[config.mk]
export PLATFORM = sky130hd
export DESIGN_NAME = fixed_mac_accumulator
export DESIGN_NICKNAME = d
export VERILOG_FILES = /design/src/rtl/fixed_mac_accumulator.sv
export SDC_FILE = /design/constraint.sdc
export NUM_CORES = 2
export LEC_CHECK = 0
export ABC_AREA = 1
export BUFFER_PORTS_ARGS = -buffer_cell sky130_fd_sc_hd__buf_2
export CAP_MARGIN = 20
export CORE_MARGIN = 2
export CORE_UTILIZATION = 55
export CTS_CLUSTER_DIAMETER = 120
export CTS_CLUSTER_SIZE = 25
export DETAILED_ROUTE_END_ITERATION = 10
export PLACE_DENSITY = 0.71
export SYNTH_ARGS = -nofsm -noshare
export SYNTH_HDL_FRONTEND = slang
export SYNTH_SLANG_ARGS = --single-unit
[constraint.sdc]
create_clock -name clk_i -period 10.1 [get_ports clk_i]
set_clock_uncertainty 0.05 [all_clocks]
set_input_delay 2.02 -clock clk_i [delete_from_list [all_inputs] [get_ports clk_i]]
set_output_delay 2.02 -clock clk_i [all_outputs]
set_load 0.1 [all_outputs]
[src/rtl/fixed_mac_accumulator.sv]
// Streaming signed fixed-point multiply-accumulate: one (a, b) beat per cycle,
// one saturated sum per in_last_i-delimited vector, valid/ready on both sides.
module fixed_mac_accumulator #(
  parameter int unsigned sign  = 1,
  parameter int unsigned q_m   = 16,
  parameter int unsigned q_n   = 16,
  parameter int unsigned GUARD = 8,
  parameter int unsigned CNT_W = 10,
  localparam int unsigned W    = sign + q_m + q_n
) (
  input  logic             clk_i,
  input  logic             rst_ni,
  input  logic [W-1:0]     a_in,
  input  logic [W-1:0]     b_in,
  input  logic             in_valid_i,
  input  logic             in_last_i,
  output logic             in_ready_o,
  output logic [W-1:0]     y_out,
  output logic             ovf_o,
  output logic [CNT_W-1:0] count_o,
  output logic             out_valid_o,
  input  logic             out_ready_i
);

  localparam int unsigned AccW = W + GUARD;
  localparam int unsigned PW   = 2 * W;
  localparam logic [AccW-1:0]  AccMax = {1'b0, {(AccW - 1){1'b1}}};
  localparam logic [AccW-1:0]  AccMin = {1'b1, {(AccW - 1){1'b0}}};
  localparam logic [W-1:0]     YMax   = {1'b0, {(W - 1){1'b1}}};
  localparam logic [W-1:0]     YMin   = {1'b1, {(W - 1){1'b0}}};
  localparam logic [CNT_W-1:0] CntMax = {CNT_W{1'b1}};

  typedef enum logic [1:0] {StAccum, StFlush, StOutput} state_e;

  state_e state_q, state_d;

  logic            in_valid_q, in_last_q;
  logic [W-1:0]    a_q, b_q;
  logic            s1_valid_q, s1_last_q, s1_ovf_q;
  logic [AccW-1:0] s1_p_q, s1_p_d;
  logic            s1_ovf_d;
  logic [AccW-1:0] acc_q, acc_d;
  logic            ovf_sticky_q, ovf_sticky_d;
  logic [CNT_W-1:0] cnt_q, cnt_d;
  logic [W-1:0]    y_q, y_d;
  logic            ovf_q, ovf_d;
  logic [CNT_W-1:0] cnt_out_q, cnt_out_d;

  logic                   accept;
  logic signed [PW-1:0]   prod, prod_sh;
  logic [AccW:0]          sum;
  logic [AccW-1:0]        acc_next;
  logic                   acc_clamp, y_clamp;
  logic [W-1:0]           y_sat;
  logic [CNT_W-1:0]       cnt_inc;

  assign in_ready_o  = (state_q == StAccum);
  assign out_valid_o = (state_q == StOutput);
  assign accept      = in_valid_i && in_ready_o;
  assign y_out       = y_q;
  assign ovf_o       = ovf_q;
  assign count_o     = cnt_out_q;

  always_comb begin
    // Low 2W bits of the product of sign-extended operands equal the signed product.
    prod    = {{W{a_q[W-1]}}, a_q} * {{W{b_q[W-1]}}, b_q};
    prod_sh = prod >>> q_n;
    s1_ovf_d = !((&prod_sh[PW-1:AccW-1]) || !(|prod_sh[PW-1:AccW-1]));
    s1_p_d   = s1_ovf_d ? (prod_sh[PW-1] ? AccMin : AccMax) : prod_sh[AccW-1:0];

    sum       = {acc_q[AccW-1], acc_q} + {s1_p_q[AccW-1], s1_p_q};
    acc_clamp = (sum[AccW] != sum[AccW-1]);
    acc_next  = acc_clamp ? (sum[AccW] ? AccMin : AccMax) : sum[AccW-1:0];
    y_clamp   = !((&acc_next[AccW-1:W-1]) || !(|acc_next[AccW-1:W-1]));
    y_sat     = y_clamp ? (acc_next[AccW-1] ? YMin : YMax) : acc_next[W-1:0];
    cnt_inc   = (cnt_q == CntMax) ? cnt_q : cnt_q + CNT_W'(1);
  end

  always_comb begin
    acc_d        = acc_q;
    ovf_sticky_d = ovf_sticky_q;
    cnt_d        = cnt_q;
    y_d          = y_q;
    ovf_d        = ovf_q;
    cnt_out_d    = cnt_out_q;
    if (s1_valid_q) begin
      if (s1_last_q) begin
        y_d          = y_sat;
        ovf_d        = ovf_sticky_q || s1_ovf_q || acc_clamp || y_clamp;
        cnt_out_d    = cnt_inc;
        acc_d        = '0;
        ovf_sticky_d = 1'b0;
        cnt_d        = '0;
      end else begin
        acc_d        = acc_next;
        ovf_sticky_d = ovf_sticky_q || s1_ovf_q || acc_clamp;
        cnt_d        = cnt_inc;
      end
    end
  end

  always_comb begin
    state_d = state_q;
    unique case (state_q)
      StAccum:  if (accept && in_last_i) state_d = StFlush;
      StFlush:  if (s1_valid_q && s1_last_q) state_d = StOutput;
      StOutput: if (out_ready_i) state_d = StAccum;
      default:  state_d = StAccum;
    endcase
  end

  always_ff @(posedge clk_i or negedge rst_ni) begin
    if (!rst_ni) begin
      state_q      <= StAccum;
      in_valid_q   <= 1'b0;
      in_last_q    <= 1'b0;
      a_q          <= '0;
      b_q          <= '0;
      s1_valid_q   <= 1'b0;
      s1_last_q    <= 1'b0;
      s1_ovf_q     <= 1'b0;
      s1_p_q       <= '0;
      acc_q        <= '0;
      ovf_sticky_q <= 1'b0;
      cnt_q        <= '0;
      y_q          <= '0;
      ovf_q        <= 1'b0;
      cnt_out_q    <= '0;
    end else begin
      state_q      <= state_d;
      in_valid_q   <= accept;
      in_last_q    <= accept && in_last_i;
      if (accept) begin
        a_q <= a_in;
        b_q <= b_in;
      end
      s1_valid_q   <= in_valid_q;
      s1_last_q    <= in_last_q;
      s1_ovf_q     <= s1_ovf_d;
      s1_p_q       <= s1_p_d;
      acc_q        <= acc_d;
      ovf_sticky_q <= ovf_sticky_d;
      cnt_q        <= cnt_d;
      y_q          <= y_d;
      ovf_q        <= ovf_d;
      cnt_out_q    <= cnt_out_d;
    end
  end

endmodule

==> reports/summary.txt <==
status - complete, no violations
Max Cap Viol - 0
Slew headroom - 23.35%
Total Routing Usage GR - 31.68%
Placer Congestion - 0.9731
critical path class - reg2reg
cell family with most CP delay - adder cells
die area - 0.09742 mm2
IO Port Bufs - 116
Synth area leaders - fa_1, nand2_1, inv_1
Synth top area share - 43.90%
Synth area leader - fa_1
CTS buffer count - 18
row count - 113
CP most frequent cell - nand2_1
Post-Syn Area per Cell - 7.702 um2
Die H - 312.1 um
cts hold-fix bufs - 0
TritonRoute pass-1 iters - 6
post-route minimum period - 9.012 ns
CP max stage delay - 0.86 ns
CP max stage cell - fa_1
first-pass GRT wire length - 242,200 um
required time worst endpoint - 10.51 ns
CTS H-tree depth - 1
cell count after synthesis - 6,780
Synth Net Count - 8,252
Final Hold Fails - 0
drt total wl - 146,300 um
DR iter-0 viols - 2,891
clk sink count - 210
post-route ant nets - 0
period utilization - 89.23%
CP Max Fanout - 40
TNS Setup - 0 ns
Post-CTS Setup Bufs - 0
CTS tree - built
gr ovfl total - 0
max-slew violation count - 0
post-DP HPWL - 122,400 um
initial antenna violation count - 0
Clock Latency Late Sink - 0.60 ns
most frequent cells in the layout - nand2_1, inv_1, fa_1, nor2_1, ha_1
Initial Util - 55.21%
worst hold path class - reg2reg
CP bufs+invs - 9
share of cells above drive strength 1 - 4.787%
average via count per standard cell - 5.169
largest net degree at the start of global routing - 104
net total in the final layout - 8,169
RSZ-0062 raised after global routing - false
Synth Register Bits - 210
f_max - 0.1110 GHz
vias after detailed routing - 41,210
Least-Margin Pin Slew - 1.150 ns
final setup violation count - 0
commonest non-fill, non-tap cell in the layout - nand2_1
Die X - 312.1 um
Mapped Area - 0.05222 mm2
Ports - 117
Clk Tree Root Cell - clkbuf_16
CTS-repair resized insts - 0
CP endpoint kind - flop
Routed WL per cell - 18.35 um
Distinct cells, synth - 47
# DRC - 0
Max clock buf depth - 3
vias in the first global route - 44,730
Synth Warn # - 0
synthesis-to-finish area growth - 4.459%
Data arrival, critical path - 9.42 ns
post-synthesis sequential area ratio - 10.06%
CORE AREA - 0.09459 mm2
Critical Path Source Type - flop
clock transition at the registers of the reported paths - 0.10 ns
synthesized netlist by cell type, drive strengths merged:
master and number:
a211oi 1, a21boi 4, a21o 10, a21oi 162, a221o 1, a22o 1
a31oi 10, and2 2, and3 6, buf 25, clkbuf 289, clkinv 2
dfrtp 210, fa 1145, ha 256, inv 1971, nand2 2034, nand3 94
nand3b 7, nand4 18, nor2 269, nor3 21, nor4 4, o211a 2
o211ai 3, o21a 6, o21ai 126, o21bai 11, o22ai 8, o311ai 1
or2 19, or3b 1, xnor2 26, xor2 35
layer usage:
metal  up-vias  share of wire [%]  track usage, %
met4         0                4.0           10.99
li1      18800                  -               -
met2      1424                 49           55.22
met3       338                6.2           4.200
met1     20650                 40           40.77
met5         -                  0               0
registers in the layout, summed over array words and instances (netlist names), 2 cells and up:
signal and cells:
acc_q 41, s1_p_q 41, a_q 33, b_q 33
y_out 33, cnt_q 10, count_o 10, state_q 2
worst register-to-register path, delay by kind of cell, from the launching register on:
family / cells / cell delay, ns
buffers and inverters: 9 / 1.61
DFF: 1 / 0.64
and+or+nand+nor: 15 / 1.87
adders and majority gates: 9 / 4.76
path summary, 6_finish.rpt:
path | startpoint | end | slack, ns | cells after the start
setup reg to reg | a_q[32] | s1_p_q[1] | 1.09 | 33
min in group asynchronous | rst_ni | a_q[2] | 1.42 | 1
max in group asynchronous | rst_ni | b_q[25] | 7.15 | 2
setup / recovery | a_q[32] | s1_p_q[1] | 1.09 | 33
hold reg to reg | in_last_q | s1_last_q | 0.30 | 0
hold / removal | in_last_q | s1_last_q | 0.30 | 0
stage by stage:
stage	hold slack (ns)	instances	setup slack (ns)	instance area, um2	utilization (%)
4_1_cts	0.3079	7969	1.032	54490	57.61
3_5_place_dp	0.2847	7940	1.055	53830	56.91
2_1_floorplan	0.2812	6780	2.188	52220	-
6_report	0.3050	7972	1.088	54550	57.67
5_1_grt	0.3142	7971	0.4118	54540	57.67
3_3_place_gp	0.2848	7940	1.282	53830	56.91
logic make-up (layout without fill, tap and decap cells):
kind of cell,count (synthesis),after routing,synth area share (%)
AO/OA/AOI/OAI,346,346,3.772
adder cells (fa/ha/maj),1401,1401,50.03
XOR/XNOR,61,61,1.023
flip-flops,210,210,10.06
AND/OR/NAND/NOR,2475,2475,18.47
buffers and inverters,2287,2213,16.64
other,0,1,0
final cells by class:
| class | instances | area [um2] |
|---|---|---|
| Clock inverter | 10 | 195.2 |
| Tap cell | 1265 | 1583 |
| Fill cell | 8740 | 40040 |
| Clock buffer | 19 | 464.2 |
| Multi-Input combinational cell | 4283 | 38280 |
| Antenna cell | 1 | 2.502 |
| Inverter | 1973 | 7406 |
| Sequential cell | 210 | 5271 |
| Timing Repair Buffer | 211 | 1344 |
Power is left out: the tool's default activity adds up to more than one toggle a clock period on the data nets, which glitch-free logic cannot reach.
